### src/rtl/grid_pkg.sv
// Shared definitions for the maze grid value store: grid geometry, cell value
// encodings and controller states.
package grid_pkg;

  localparam int GRID_COLS  = 16;
  localparam int GRID_ROWS  = 15;
  localparam int CELL_SHIFT = 5;
  localparam int GRID_CELLS = GRID_COLS * GRID_ROWS;  // 240

  localparam int ADDR_W  = 8;
  localparam int VAL_W   = 2;
  localparam int COORD_W = 10;
  localparam int IDX_W   = 4;

  // Last valid cell address and last valid cell row.
  localparam logic [ADDR_W-1:0]  LAST_ADDR = ADDR_W'(GRID_CELLS - 1);
  localparam logic [IDX_W-1:0]   LAST_ROW  = IDX_W'(GRID_ROWS - 1);
  // First scan line below the visible area (480).
  localparam logic [COORD_W-1:0] V_ACTIVE  = COORD_W'(GRID_ROWS << CELL_SHIFT);

  // Cell value encodings.
  localparam logic [VAL_W-1:0] VAL_UNEXPLORED = 2'b00;
  localparam logic [VAL_W-1:0] VAL_WALL       = 2'b01;
  localparam logic [VAL_W-1:0] VAL_PATH       = 2'b10;
  localparam logic [VAL_W-1:0] VAL_ROBOT      = 2'b11;

  typedef enum logic {
    ST_CLEARING = 1'b0,
    ST_IDLE     = 1'b1
  } state_e;

  // Row-major cell address: row*16 + col.
  function automatic logic [ADDR_W-1:0] cell_addr(input logic [IDX_W-1:0] row,
                                                  input logic [IDX_W-1:0] col);
    return {row, col};
  endfunction

endpackage

### src/rtl/grid_ram.sv
// 240x2 simple dual-port RAM: one write port, one registered read port.
// Reads of an address being written in the same cycle return the old data.
module grid_ram
  import grid_pkg::*;
(
  input  logic              clk_i,
  input  logic              we_i,
  input  logic [ADDR_W-1:0] waddr_i,
  input  logic [VAL_W-1:0]  wdata_i,
  input  logic [ADDR_W-1:0] raddr_i,
  output logic [VAL_W-1:0]  rdata_o
);

  logic [VAL_W-1:0] mem_q [GRID_CELLS];
  logic [VAL_W-1:0] rdata_q;

  // Write port and registered read port; addresses past the last cell are inert.
  // NOTE: the array has no reset -- contents are cleared by the controller's sweep,
  // which keeps this mappable onto block/distributed RAM.
  always_ff @(posedge clk_i) begin
    if (we_i && (waddr_i <= LAST_ADDR)) begin
      mem_q[waddr_i] <= wdata_i;
    end
    rdata_q <= (raddr_i <= LAST_ADDR) ? mem_q[raddr_i] : VAL_UNEXPLORED;
  end

  assign rdata_o = rdata_q;

endmodule

### src/rtl/grid_value_store.sv
// Maze grid value store: 16x15 cells of 2-bit values, written by the robot
// update path over a valid/ready handshake and read every pixel clock by the
// VGA scan coordinates with one cycle of latency.
// Optional macro GRID_FRAME_SYNC_EN: accepted writes are held in a one-entry
// pending register and only committed during vertical blank.
module grid_value_store
  import grid_pkg::*;
(
  input  logic               CLOCK_25,
  input  logic               RESET,
  input  logic               WR_VALID,
  output logic               WR_READY,
  input  logic [IDX_W-1:0]   WR_X,
  input  logic [IDX_W-1:0]   WR_Y,
  input  logic [VAL_W-1:0]   WR_VALUE,
  input  logic               CLEAR_REQ,
  output logic               BUSY,
  input  logic [COORD_W-1:0] X_COORD,
  input  logic [COORD_W-1:0] Y_COORD,
  output logic [VAL_W-1:0]   VALUE_OUT,
  output logic [COORD_W-1:0] X_COORD_D,
  output logic [COORD_W-1:0] Y_COORD_D
);

  state_e             state_q;
  logic [ADDR_W-1:0]  sweep_q;
  logic               busy_q;

  logic               wr_fire;
  logic               wr_in_range;
  logic               vblank;
  logic               commit;
  logic [ADDR_W-1:0]  commit_addr;
  logic [VAL_W-1:0]   commit_data;

  logic               ram_we;
  logic [ADDR_W-1:0]  ram_waddr;
  logic [VAL_W-1:0]   ram_wdata;
  logic [ADDR_W-1:0]  ram_raddr;
  logic [VAL_W-1:0]   ram_rdata;

  logic               blank_d, blank_q;
  logic [COORD_W-1:0] x_d_q, y_d_q;

  assign wr_in_range = (WR_Y <= LAST_ROW);
  assign vblank      = (Y_COORD >= V_ACTIVE);
  assign wr_fire     = WR_VALID && WR_READY;

  // Controller: clear sweep after reset or CLEAR_REQ, otherwise idle.
  // NOTE: sequential state uses non-blocking assignments only, so every register
  // samples pre-edge values regardless of statement order.
  always_ff @(posedge CLOCK_25 or posedge RESET) begin
    if (RESET) begin
      state_q <= ST_CLEARING;
      sweep_q <= '0;
      busy_q  <= 1'b1;
    end else begin
      case (state_q)
        ST_CLEARING: begin
          if (sweep_q == LAST_ADDR) begin
            state_q <= ST_IDLE;
            sweep_q <= '0;
            busy_q  <= 1'b0;
          end else begin
            sweep_q <= sweep_q + 8'd1;
          end
        end
        ST_IDLE: begin
          if (CLEAR_REQ) begin
            state_q <= ST_CLEARING;
            sweep_q <= '0;
            busy_q  <= 1'b1;
          end
        end
        default: begin
          state_q <= ST_CLEARING;
          sweep_q <= '0;
          busy_q  <= 1'b1;
        end
      endcase
    end
  end

  assign BUSY = busy_q;

`ifdef GRID_FRAME_SYNC_EN
  logic              pend_valid_q;
  logic [ADDR_W-1:0] pend_addr_q;
  logic [VAL_W-1:0]  pend_data_q;

  // Pending write: loaded on an in-range handshake, drained in vertical blank,
  // discarded by a clear request.
  always_ff @(posedge CLOCK_25 or posedge RESET) begin
    if (RESET) begin
      pend_valid_q <= 1'b0;
      pend_addr_q  <= '0;
      pend_data_q  <= VAL_UNEXPLORED;
    end else if (CLEAR_REQ) begin
      pend_valid_q <= 1'b0;
    end else if (commit) begin
      pend_valid_q <= 1'b0;
    end else if (wr_fire && wr_in_range) begin
      pend_valid_q <= 1'b1;
      pend_addr_q  <= cell_addr(WR_Y, WR_X);
      pend_data_q  <= WR_VALUE;
    end
  end

  assign WR_READY    = (state_q == ST_IDLE) && !CLEAR_REQ && !pend_valid_q;
  assign commit      = pend_valid_q && vblank && (state_q == ST_IDLE);
  assign commit_addr = pend_addr_q;
  assign commit_data = pend_data_q;
`else
  assign WR_READY    = (state_q == ST_IDLE) && !CLEAR_REQ;
  assign commit      = wr_fire && wr_in_range;
  assign commit_addr = cell_addr(WR_Y, WR_X);
  assign commit_data = WR_VALUE;
`endif

  // RAM write port: the clear sweep owns it while clearing, commits otherwise.
  // NOTE: every output gets a default first so no path leaves a latch.
  always_comb begin
    ram_we    = 1'b0;
    ram_waddr = sweep_q;
    ram_wdata = VAL_UNEXPLORED;
    if (state_q == ST_CLEARING) begin
      ram_we = 1'b1;
    end else if (commit) begin
      ram_we    = 1'b1;
      ram_waddr = commit_addr;
      ram_wdata = commit_data;
    end
  end

  assign ram_raddr = cell_addr(Y_COORD[CELL_SHIFT+IDX_W-1:CELL_SHIFT],
                               X_COORD[CELL_SHIFT+IDX_W-1:CELL_SHIFT]);

  grid_ram u_ram (
    .clk_i   (CLOCK_25),
    .we_i    (ram_we),
    .waddr_i (ram_waddr),
    .wdata_i (ram_wdata),
    .raddr_i (ram_raddr),
    .rdata_o (ram_rdata)
  );

  // Pixels outside the grid, or any read during a sweep, show as unexplored.
  assign blank_d = X_COORD[COORD_W-1] || vblank || (state_q == ST_CLEARING);

  // Read-side pipeline: blanking flag and coordinates aligned with RAM data.
  always_ff @(posedge CLOCK_25 or posedge RESET) begin
    if (RESET) begin
      blank_q <= 1'b1;
      x_d_q   <= '0;
      y_d_q   <= '0;
    end else begin
      blank_q <= blank_d;
      x_d_q   <= X_COORD;
      y_d_q   <= Y_COORD;
    end
  end

  assign VALUE_OUT = blank_q ? VAL_UNEXPLORED : ram_rdata;
  assign X_COORD_D = x_d_q;
  assign Y_COORD_D = y_d_q;

endmodule
### config.mk
export PLATFORM = sky130hd
export DESIGN_NAME = grid_value_store
export DESIGN_NICKNAME = d
export VERILOG_FILES = /design/src/rtl/grid_pkg.sv /design/src/rtl/grid_ram.sv /design/src/rtl/grid_value_store.sv
export SDC_FILE = /design/constraint.sdc
export NUM_CORES = 1
export LEC_CHECK = 0
export ABC_AREA = 1
export ABC_CLOCK_PERIOD_IN_PS = 23000
export CAP_MARGIN = 30
export CORE_UTILIZATION = 50
export CTS_CLUSTER_DIAMETER = 100
export DETAILED_ROUTE_END_ITERATION = 10
export PLACE_DENSITY = 0.74
export SYNTH_ARGS = -nofsm -noshare
export SYNTH_HDL_FRONTEND = slang
export SYNTH_HIERARCHICAL = 1
export SYNTH_SLANG_ARGS = --single-unit
### constraint.sdc
create_clock -name CLOCK_25 -period 23 [get_ports CLOCK_25]
set_clock_uncertainty 0.05 [all_clocks]
set_input_delay 4.6 -clock CLOCK_25 [delete_from_list [all_inputs] [get_ports CLOCK_25]]
set_output_delay 4.6 -clock CLOCK_25 [all_outputs]
set_load 0.005 [all_outputs]
==> impl_metrics.yaml <==
clock_tree:
  post_cts_buffers: 0
  cts_buffers: 51
  hold_buffers: 0
  cts_resized: 0
  clock_sinks: 513
  cts_tree: "built"
  cts_buffer_depth: 3
  cts_htree_levels: 2
  cts.clk_slew.worst_paths_ns: 0.06
  root_buffer: "clkbuf_16"
  clk_latency_ns: 0.59
yosys:
  synth_async_sr_flop_share_pct: 6.04
  synth_top_family_by_area: "simple AND/OR/NAND/NOR gates"
  syn-num-nets: 2250
  synthCells: 2215
  synthMuxAreaShare_pct: 0
  synth_ff_type: "edfxtp_1"
  synth_warnings: 6
  seq_area_frac_synth_pct: 68.3
  avgSynthCellArea_um2: 10.1
  synth_xor_area_share_pct: 0.0392
  synth-seq-cells: 513
  synth_cell_types: 30
  synth-compound-area-share_pct: 1.53
  synthAdderAreaFrac_pct: 0.0561
  synth-edff-count: 480
  synthSimpleGateAreaFrac_pct: 25.1
  synth_area_um2: 22300
sta:
  fin_crit_sh_pct: 45.9
  setup_viol: 0
  fin_crit_ns: 10.57
  fmax_mhz: 94.6
  drv_slew: 0
  tightest_slew_ns: 1.07
  rsz0062_at_grt: "false"
  hold_viol: 0
  max-slew-margin-rel_pct: 28.5
  setup_tns_ns: 0
  timing.final.ws_setup_ns: 12.43
run:
  maxCapViolCount: 0
setup_path:
  criticalPathCategory: "input pin to primary output"
  worst-path-max-fanout: 7
  critPathMostFrequentCell: "clkdlybuf4s50_1"
  slowest_stage: "clkdlybuf4s50_1"
  reg2reg_slack_ns: 19.37
  arrival_ns: 5.92
  start_kind: "input pin"
  end_kind: "primary output"
  critical_path_required_ns: 18.35
  crit_path_cell_trace: "clkdlybuf4s50_1 -> or2_4 -> inv_6 -> clkdlybuf4s50_1"
  critical-path-max-stage-delay_ns: 0.50
routing:
  finalWirelength_um: 55000
  vias_per_cell: 5.55
  wire_per_inst_um: 19.2
  drt_first_pass_iters: 6
  drtIter0Drc: 1677
  drt.antenna.violating_nets: 0
  vias: 15900
  drc: 0
finish:
  seqCellArea_um2: 15200
  final_common_cell: "nand2_1"
  drive_above_1_share_pct: 5.64
  finalNetCount: 2264
  multi_input_area_um2: 5980
  layout.cells.non_filler: 2860
  mostFrequentLayoutCells: "nand2_1, edfxtp_1, nand3_1, nor2_1, inv_1"
  fin_util_pct: 57.1
  fill_cells: 3662
  area_delta_synth_final_pct: 12.8
  diodes: 0
die:
  die_x_um: 213
  die_y_um: 213
  fp-row-count: 77
  die_area_um2: 45500
  ios: 58
  start_util_pct: 50.6
  core_um2: 44100
global_route:
  grt_pass1_vias: 15900
  grt_pass1_wl_um: 85800
  grt_overflow_total: 0
  grt_max_degree: 147
  grtUsageTotal_pct: 25.1
  grt_antenna_before_repair: 0
place:
  place_ws_ns: 12.43
  io_buffer_count: 57
  place_congestion: 0.847
  dp_hpwl_um: 31100
  place_inst: 2765
power:
  p_per_area_nw_per_um2: 87.0
  ir_drop_mv: 0.0775
  p_leak_uw: 0.00980
min_path:
  hold_path.class: "register to register"
status:
  status: "complete, no violations"
==> state kept, by name, indices dropped and copies added (netlist names) <==
name	cells
state_q	1
u_ram/mem_q	480
blank_q	1
u_ram/rdata_o	2
BUSY	1
Y_COORD_D	10
X_COORD_D	10
sweep_q	8
==> cell usage after synthesis, drive strengths merged (3+ instances only) <==
library cell  count  area, um^2
dfrtp            29         726
a21oi            10        50.1
inv             134         508
nand3           339        1710
o211ai            3        22.5
nor2            337        1260
buf              71         377
nand2           694        2610
edfxtp          480       14400
clkbuf           60         225
o21ai            42         236
==> logic make-up after synthesis <==
kind of cell / count (synthesis)
AND/OR/NAND/NOR: 1374
flip-flops: 513
buffers and inverters: 267
AO/OA/AOI/OAI: 59
XOR/XNOR: 1
adder cells (fa/ha/maj): 1
==> critical path, delay by kind of cell <==
family	cells	cell delay, ns
buffers and inverters	3	1.02
AND/OR/NAND/NOR	1	0.30
==> layer usage <==
| metal | GRT usage [%] | up-vias | wire length, um |
|---|---|---|---|
| met3 | 3.50 | 141 | 5080 |
| met2 | 42.9 | 774 | 26900 |
| met4 | 11.7 | 0 | 2130 |
| met5 | 0 | - | 0 |
| li1 | - | 7374 | - |
| met1 | 31.7 | 7588 | 20900 |
==> through the flow <==
step	area, um^2	total power (uW)	hold WS, ns
2_1_floorplan	22300	1240	0.402
3_3_place_gp	23200	1350	0.405
3_5_place_dp	23500	1380	0.415
4_1_cts	25100	2200	0.425
5_1_grt	25200	2260	0.444
6_report	25200	2190	0.425
==> cell type report <==
| class | instances | share of cell area (%) |
|---|---|---|
| Inverter | 136 | 2.08 |
| Clock buffer | 62 | 5.40 |
| Clock inverter | 30 | 1.15 |
| Multi-Input combinational cell | 1435 | 23.8 |
| Timing Repair Buffer | 92 | 4.16 |
| Sequential cell | 513 | 60.5 |
| Tap cell | 592 | 2.94 |
==> report_power, final <==
group | switching (uW) | internal, uW | total [uW] | leakage (uW)
clock | 341 | 485 | 826 | 0.000814
combinational | 240 | 80.3 | 320 | 0.00373
sequential | 11.6 | 1030 | 1040 | 0.00525
==> final timing paths <==
check / startpoint / to / cells past startpoint
worst max register to register: state_q / u_ram/mem_q[181][1] / 10
min in group asynchronous: RESET / Y_COORD_D[9] / 3
worst min register to register: BUSY / BUSY / 2
worst max-delay path: CLEAR_REQ / WR_READY / 4
max in group asynchronous: RESET / blank_q / 3
worst min-delay path: BUSY / BUSY / 2
Power figures use the tool's default switching activity.
